**config.mk**
```make
export PLATFORM = sky130hd
export DESIGN_NAME = binary_window_builder
export DESIGN_NICKNAME = d
export VERILOG_FILES = /design/src/rtl/binary_window_builder_pkg.sv /design/src/rtl/binary_window_builder_bit_line_delay.sv /design/src/rtl/binary_window_builder.sv
export SDC_FILE = /design/constraint.sdc
export NUM_CORES = 1
export LEC_CHECK = 0
export CAP_MARGIN = 20
export CORE_ASPECT_RATIO = 1.25
export CORE_MARGIN = 2
export CORE_UTILIZATION = 39
export DETAILED_ROUTE_END_ITERATION = 8
export SLEW_MARGIN = 20
export SYNTH_ARGS = -nofsm -noshare
export SYNTH_HDL_FRONTEND = slang
export SYNTH_SLANG_ARGS = --single-unit
```
**constraint.sdc**
```tcl
create_clock -name clk -period 2.1 [get_ports clk]
set_input_delay 0.42 -clock clk [delete_from_list [all_inputs] [get_ports clk]]
set_output_delay 0.42 -clock clk [all_outputs]
set_load 0.01 [all_outputs]
```
**src/rtl/binary_window_builder_pkg.sv**
```systemverilog
// Shared window definitions for the binary window builder and the median stage it feeds.
// Latency: n/a (constants, types and a helper function only).
// Backpressure: n/a.
package binary_window_builder_pkg;

    // Geometry of the 3x3 binary neighbourhood.
    localparam int WIN_ROWS     = 3;
    localparam int WIN_COLS     = 3;
    localparam int WIN_BITS     = WIN_ROWS * WIN_COLS;

    typedef logic [WIN_BITS-1:0] window_t;

    // Bit index of the tap that is row_back lines and col_back pixels behind
    // the newest accepted pixel.
    function automatic int tap_index(input int row_back, input int col_back);
        return row_back * WIN_COLS + col_back;
    endfunction

    // Named taps: R<lines back>_C<pixels back>. R0_C0 is the newest pixel.
    localparam int TAP_R0_C0 = tap_index(0, 0);
    localparam int TAP_R0_C1 = tap_index(0, 1);
    localparam int TAP_R0_C2 = tap_index(0, 2);
    localparam int TAP_R1_C0 = tap_index(1, 0);
    localparam int TAP_R1_C1 = tap_index(1, 1);
    localparam int TAP_R1_C2 = tap_index(1, 2);
    localparam int TAP_R2_C0 = tap_index(2, 0);
    localparam int TAP_R2_C1 = tap_index(2, 1);
    localparam int TAP_R2_C2 = tap_index(2, 2);

    // Centre of the neighbourhood, the pixel the median result replaces.
    localparam int WIN_CENTER = TAP_R1_C1;

endpackage

```
**src/rtl/binary_window_builder_bit_line_delay.sv**
```systemverilog
// DEPTH-stage 1-bit shift register used as a single image line buffer.
// Latency: dout is the bit written DEPTH enabled cycles earlier (zero after reset).
// Backpressure: none; en low freezes the contents.
module bit_line_delay #(
    parameter int DEPTH = 16
) (
    input  logic clk,
    input  logic reset,
    input  logic en,
    input  logic din,
    output logic dout
);

    logic [DEPTH-1:0] sr;

    generate
        if (DEPTH == 1) begin : g_single
            // Single stage: a plain enabled flop.
            always_ff @(posedge clk or posedge reset) begin
                if (reset) begin
                    sr <= '0;
                end else if (en) begin
                    sr <= din;
                end
            end
        end else begin : g_chain
            // Shift towards the MSB; the MSB is the oldest stored bit.
            always_ff @(posedge clk or posedge reset) begin
                if (reset) begin
                    sr <= '0;
                end else if (en) begin
                    sr <= {sr[DEPTH-2:0], din};
                end
            end
        end
    endgenerate

    assign dout = sr[DEPTH-1];

endmodule

```
**src/rtl/binary_window_builder.sv**
```systemverilog
// Builds registered 3x3 windows from a raster 1-bit pixel stream, flagging in-image windows.
// Latency: window, windowValid and frameDone for a pixel appear one edge after it is accepted.
// Backpressure: none; pixelValid gaps simply freeze all shifting and counting.
module binary_window_builder
    import binary_window_builder_pkg::*;
#(
    parameter int IMG_WIDTH  = 16,
    parameter int IMG_HEIGHT = 16
) (
    input  logic                clk,
    input  logic                reset,
    input  logic                pixelIn,
    input  logic                pixelValid,
    input  logic                sof,
    output logic [WIN_BITS-1:0] windowOut,
    output logic                windowValid,
    output logic                frameDone
);

    localparam int COL_W = (IMG_WIDTH  > 1) ? $clog2(IMG_WIDTH)  : 1;
    localparam int ROW_W = (IMG_HEIGHT > 1) ? $clog2(IMG_HEIGHT) : 1;

    // Wrap points compare against the real dimension, not a power-of-two overflow.
    localparam logic [COL_W-1:0] COL_LAST  = COL_W'(IMG_WIDTH - 1);
    localparam logic [ROW_W-1:0] ROW_LAST  = ROW_W'(IMG_HEIGHT - 1);
    localparam logic [COL_W-1:0] COL_FIRST_FULL = COL_W'(WIN_COLS - 1);
    localparam logic [ROW_W-1:0] ROW_FIRST_FULL = ROW_W'(WIN_ROWS - 1);

    logic [COL_W-1:0] col;
    logic [ROW_W-1:0] row;
    logic [COL_W-1:0] col_cur;
    logic [ROW_W-1:0] row_cur;
    logic [COL_W-1:0] col_nxt;
    logic [ROW_W-1:0] row_nxt;
    logic             col_last_hit;
    logic             row_last_hit;
    logic             in_window;

    logic             tap_r1;
    logic             tap_r2;
    window_t          win;

    // Position of the pixel on the input this cycle; sof forces it to (0,0).
    always_comb begin
        col_cur      = col;
        row_cur      = row;
        if (sof) begin
            col_cur = '0;
            row_cur = '0;
        end
        col_last_hit = (col_cur == COL_LAST);
        row_last_hit = (row_cur == ROW_LAST);
        in_window    = (row_cur >= ROW_FIRST_FULL) && (col_cur >= COL_FIRST_FULL);
        col_nxt      = col_cur + COL_W'(1);
        row_nxt      = row_cur;
        if (col_last_hit) begin
            col_nxt = '0;
            row_nxt = row_last_hit ? '0 : row_cur + ROW_W'(1);
        end
    end

    // Position counters: advance per accepted pixel, or just restart on an idle sof.
    always_ff @(posedge clk or posedge reset) begin
        if (reset) begin
            col <= '0;
            row <= '0;
        end else if (pixelValid) begin
            col <= col_nxt;
            row <= row_nxt;
        end else if (sof) begin
            col <= '0;
            row <= '0;
        end
    end

    // Two chained line buffers supply the pixels one and two lines above.
    bit_line_delay #(
        .DEPTH (IMG_WIDTH)
    ) u_line0 (
        .clk   (clk),
        .reset (reset),
        .en    (pixelValid),
        .din   (pixelIn),
        .dout  (tap_r1)
    );

    bit_line_delay #(
        .DEPTH (IMG_WIDTH)
    ) u_line1 (
        .clk   (clk),
        .reset (reset),
        .en    (pixelValid),
        .din   (tap_r1),
        .dout  (tap_r2)
    );

    // Each row tap shifts into its 3-bit window row; older columns move to higher bits.
    always_ff @(posedge clk or posedge reset) begin
        if (reset) begin
            win <= '0;
        end else if (pixelValid) begin
            win[TAP_R0_C0] <= pixelIn;
            win[TAP_R0_C1] <= win[TAP_R0_C0];
            win[TAP_R0_C2] <= win[TAP_R0_C1];
            win[TAP_R1_C0] <= tap_r1;
            win[TAP_R1_C1] <= win[TAP_R1_C0];
            win[TAP_R1_C2] <= win[TAP_R1_C1];
            win[TAP_R2_C0] <= tap_r2;
            win[TAP_R2_C1] <= win[TAP_R2_C0];
            win[TAP_R2_C2] <= win[TAP_R2_C1];
        end
    end

    // Status pulses are registered alongside the window so they line up with it.
    always_ff @(posedge clk or posedge reset) begin
        if (reset) begin
            windowValid <= 1'b0;
            frameDone   <= 1'b0;
        end else begin
            windowValid <= pixelValid && in_window;
            frameDone   <= pixelValid && col_last_hit && row_last_hit;
        end
    end

    assign windowOut = win;

endmodule

```
==> run_results.csv <==
group,metric,value,unit
floorplanning,fp.dieW,64.9,um
setup_path,arrival,1.21,ns
timing,slew_headroom,63.2,%
placement,dp_hpwl,1.61,mm
cts,h-tree-depth,2,
detailed_routing,postRouteAntennaNets,0,
global_route,antenna_found_initial,0,
cts,clockBufferDepth,2,
cts,clkTransAtPathRegs,0.07,ns
setup_path,crit_family,"buffers and inverters",
cells_and_area,fin_area,2080,sq um
global_route,grt_overflow,0,
timing,hold_viol_final,0,
detailed_routing,drc,0,
timing,clock.fmax,615,MHz
timing,period_share,77.5,%
pwr,power_switching_share,24.0,%
cts,cts_tree,"yes",
timing,fin_skew,0.00185,ns
pwr,irDropWorstVdd,0.000743,V
cells_and_area,instances_no_fill,197,
logic_synthesis,synth_common_cells,"dfrtp_1, mux2_2, buf_4, nor2_1, o21ai_0",
detailed_routing,first_pass_iters,2,
global_route,grt_pass1_wl,4.70,mm
logic_synthesis,synth_edf_count,0,
detailed_routing,via_count,950,
setup_path,end_kind,"output pin",
global_route,grt_pass1_vias,1021,
detailed_routing,via_per_inst,4.82,
cts,clkSinkCount,45,
pwr,p_int,1650,uW
placement,io_buffers,15,
cells_and_area,area_delta_synth_final,15.0,%
setup_path,cp-start-kind,"register",
cells_and_area,regArea,1130,sq um
logic_synthesis,yosys-top-cells-area,"dfrtp_1, mux2_2, buf_4",
job,max_cap_viol_count,0,
timing,finalSetupViolCount,0,
pwr,combinationalPowerShare,18.7,%
setup_path,cpPeakStageDelay,0.54,ns
timing,setup_tns,0,ns
min_path,worstHoldPathType,"register to register",
logic_synthesis,syn-num-nets,130,
run_status,outcome,"finished clean",
cells_and_area,drive_gt1_share,33.1,%
cts,cts-buffers-inserted,5,
floorplanning,dieArea,5190,sq um
logic_synthesis,async_reset_ff_share,100,%
floorplanning,pin_count,16,
detailed_routing,wl_per_cell,13.0,um
setup_path,cp.required,1.68,ns
setup_path,cp_cell_sequence,"clkdlybuf4s50_1",
placement,postPlaceCellArea,1990,sq um
placement,placed_cells_incl_taps,190,
logic_synthesis,synth_area,1810,sq um
logic_synthesis,ys_warn_count,0,
detailed_routing,drtIter0Drc,60,
cts,clk_latency,0.29,ns
setup_path,cpMaxStageDelayCell,"clkdlybuf4s50_1",
logic_synthesis,yosysSeqAreaShare,62.4,%
cts,post_cts_resized,0,
setup_path,critPathBufInv,1,
logic_synthesis,avgSynthCellArea,14.4,sq um
cells_and_area,multi_input_area,598,sq um
pwr,p_leak,0.000936,uW
placement,place_congestion,0.754,
logic_synthesis,post-synth-top-area-fraction,62.4,%
floorplanning,rows,27,
logic_synthesis,ys_types,23,
floorplanning,core_region_area,4430,sq um
cts,cts_setup_buffers,0,
floorplanning,die_y,80.1,um
logic_synthesis,yosysMostFrequentCell,"dfrtp_1",
floorplanning,start_util,40.8,%
timing,fin_crit,1.63,ns
global_route,grt_max_degree,46,
cts,cts_root_buffer,"clkbuf_8",
pwr,p_sw,521,uW
logic_synthesis,synth-seq-cells,45,
cells_and_area,nNetsFinal,144,
timing,drv_slew,0,
cts,cts_hold_buffers,0,
timing,worst_pin_slew,0.551,ns
setup_path,path_class,"register to output pin",
logic_synthesis,synth_cells,125,
cells_and_area,fill_cells,410,
pwr,powerDensity,1050,nW/um^2
logic_synthesis,synthFlopType,"dfrtp_1",
setup_path,worstPathMaxFanout,3,
timing,rsz0062_at_grt,"no",
cells_and_area,num_antenna_cells,0,
pwr,p_clk_share,23.9,%
logic_synthesis,yosysTopAreaCell,"dfrtp_1",
global_route,track_usage,11.9,%
detailed_routing,drt_wl_total,2.57,mm
pwr,seq_power_share,57.4,%
registers in the layout, summed over array words and instances (netlist names):
register     cells
u_line0.sr      16
windowValid      1
col              4
windowOut        6
u_line1.sr      13
frameDone        1
row              4
metal layers:
metal	share of wire (%)	global-route usage, %
met5	0	0
met4	2.7	7.66
met3	2.3	2.52
met2	49	18.2
met1	46	15.0
kinds of logic after synthesis:
family	after synthesis	synth area share, %
DFF	45	62.4
xor gates and xnor gates	4	1.94
AOI/OAI and AO/OA	5	1.39
muxes	36	22.5
buffers and inverters	13	4.50
and+or+nand+nor	22	7.35
power groups by stage:
stage | clock, uW | combinational (uW) | sequential, uW
floorplan | 0 | 344 | 1220
global route | 588 | 447 | 1290
finish | 520 | 406 | 1250
CTS | 546 | 416 | 1250
global placement | 0 | 400 | 1250
detailed placement | 0 | 412 | 1270
cell usage in the layout, fill, tap and decap left out, drive strengths merged, types with 2 or more instances in the layout:
| master | Yosys | final |
|---|---|---|
| dfrtp | 45 | 45 |
| mux2 | 36 | 36 |
| clkdlybuf4s50 | 0 | 15 |
| clkbuf | 1 | 7 |
| nor2 | 4 | 4 |
| o21ai | 3 | 3 |
| buf | 10 | 3 |
| nor2b | 2 | 2 |
| and4 | 2 | 2 |
| nand3 | 2 | 2 |
| or3 | 2 | 2 |
| a21oi | 2 | 2 |
| xor2 | 2 | 2 |
| nand2 | 2 | 2 |
| xnor2 | 2 | 2 |
| inv | 2 | 2 |
| nor3 | 2 | 2 |
| nand4 | 2 | 2 |
cell type report:
type | count | share of cell area (%)
clock buffer | 7 | 4.16
timing repair buffer | 18 | 8.92
tap | 58 | 3.50
inverter | 2 | 0.362
sequential | 45 | 54.2
multi-input combinational | 67 | 28.8
path summary, 6_finish.rpt:
kind,start,to,slack [ns],cells after the start
worst max register to register,col[1],row[1],0.77,3
worst max-delay path,u_line0.sr[2],windowOut[2],0.47,1
min in group asynchronous,reset,u_line0.sr[2],0.57,3
worst min-delay path,u_line1.sr[10],u_line1.sr[11],0.50,1
max in group asynchronous,reset,windowOut[8],1.15,3
worst min register to register,u_line1.sr[10],u_line1.sr[11],0.50,1
stage by stage:
step	hold slack, ns	worst slack (ns)	power [uW]	util, %
6_report	0.504	0.473	2170	46.9
5_1_grt	0.521	0.407	2320	46.9
4_1_cts	0.505	0.458	2210	46.9
3_5_place_dp	0.491	0.226	1680	45.0
3_3_place_gp	0.483	0.264	1650	45.0
2_1_floorplan	0.475	0.621	1560	-
(Power assumes the default switching activity.)
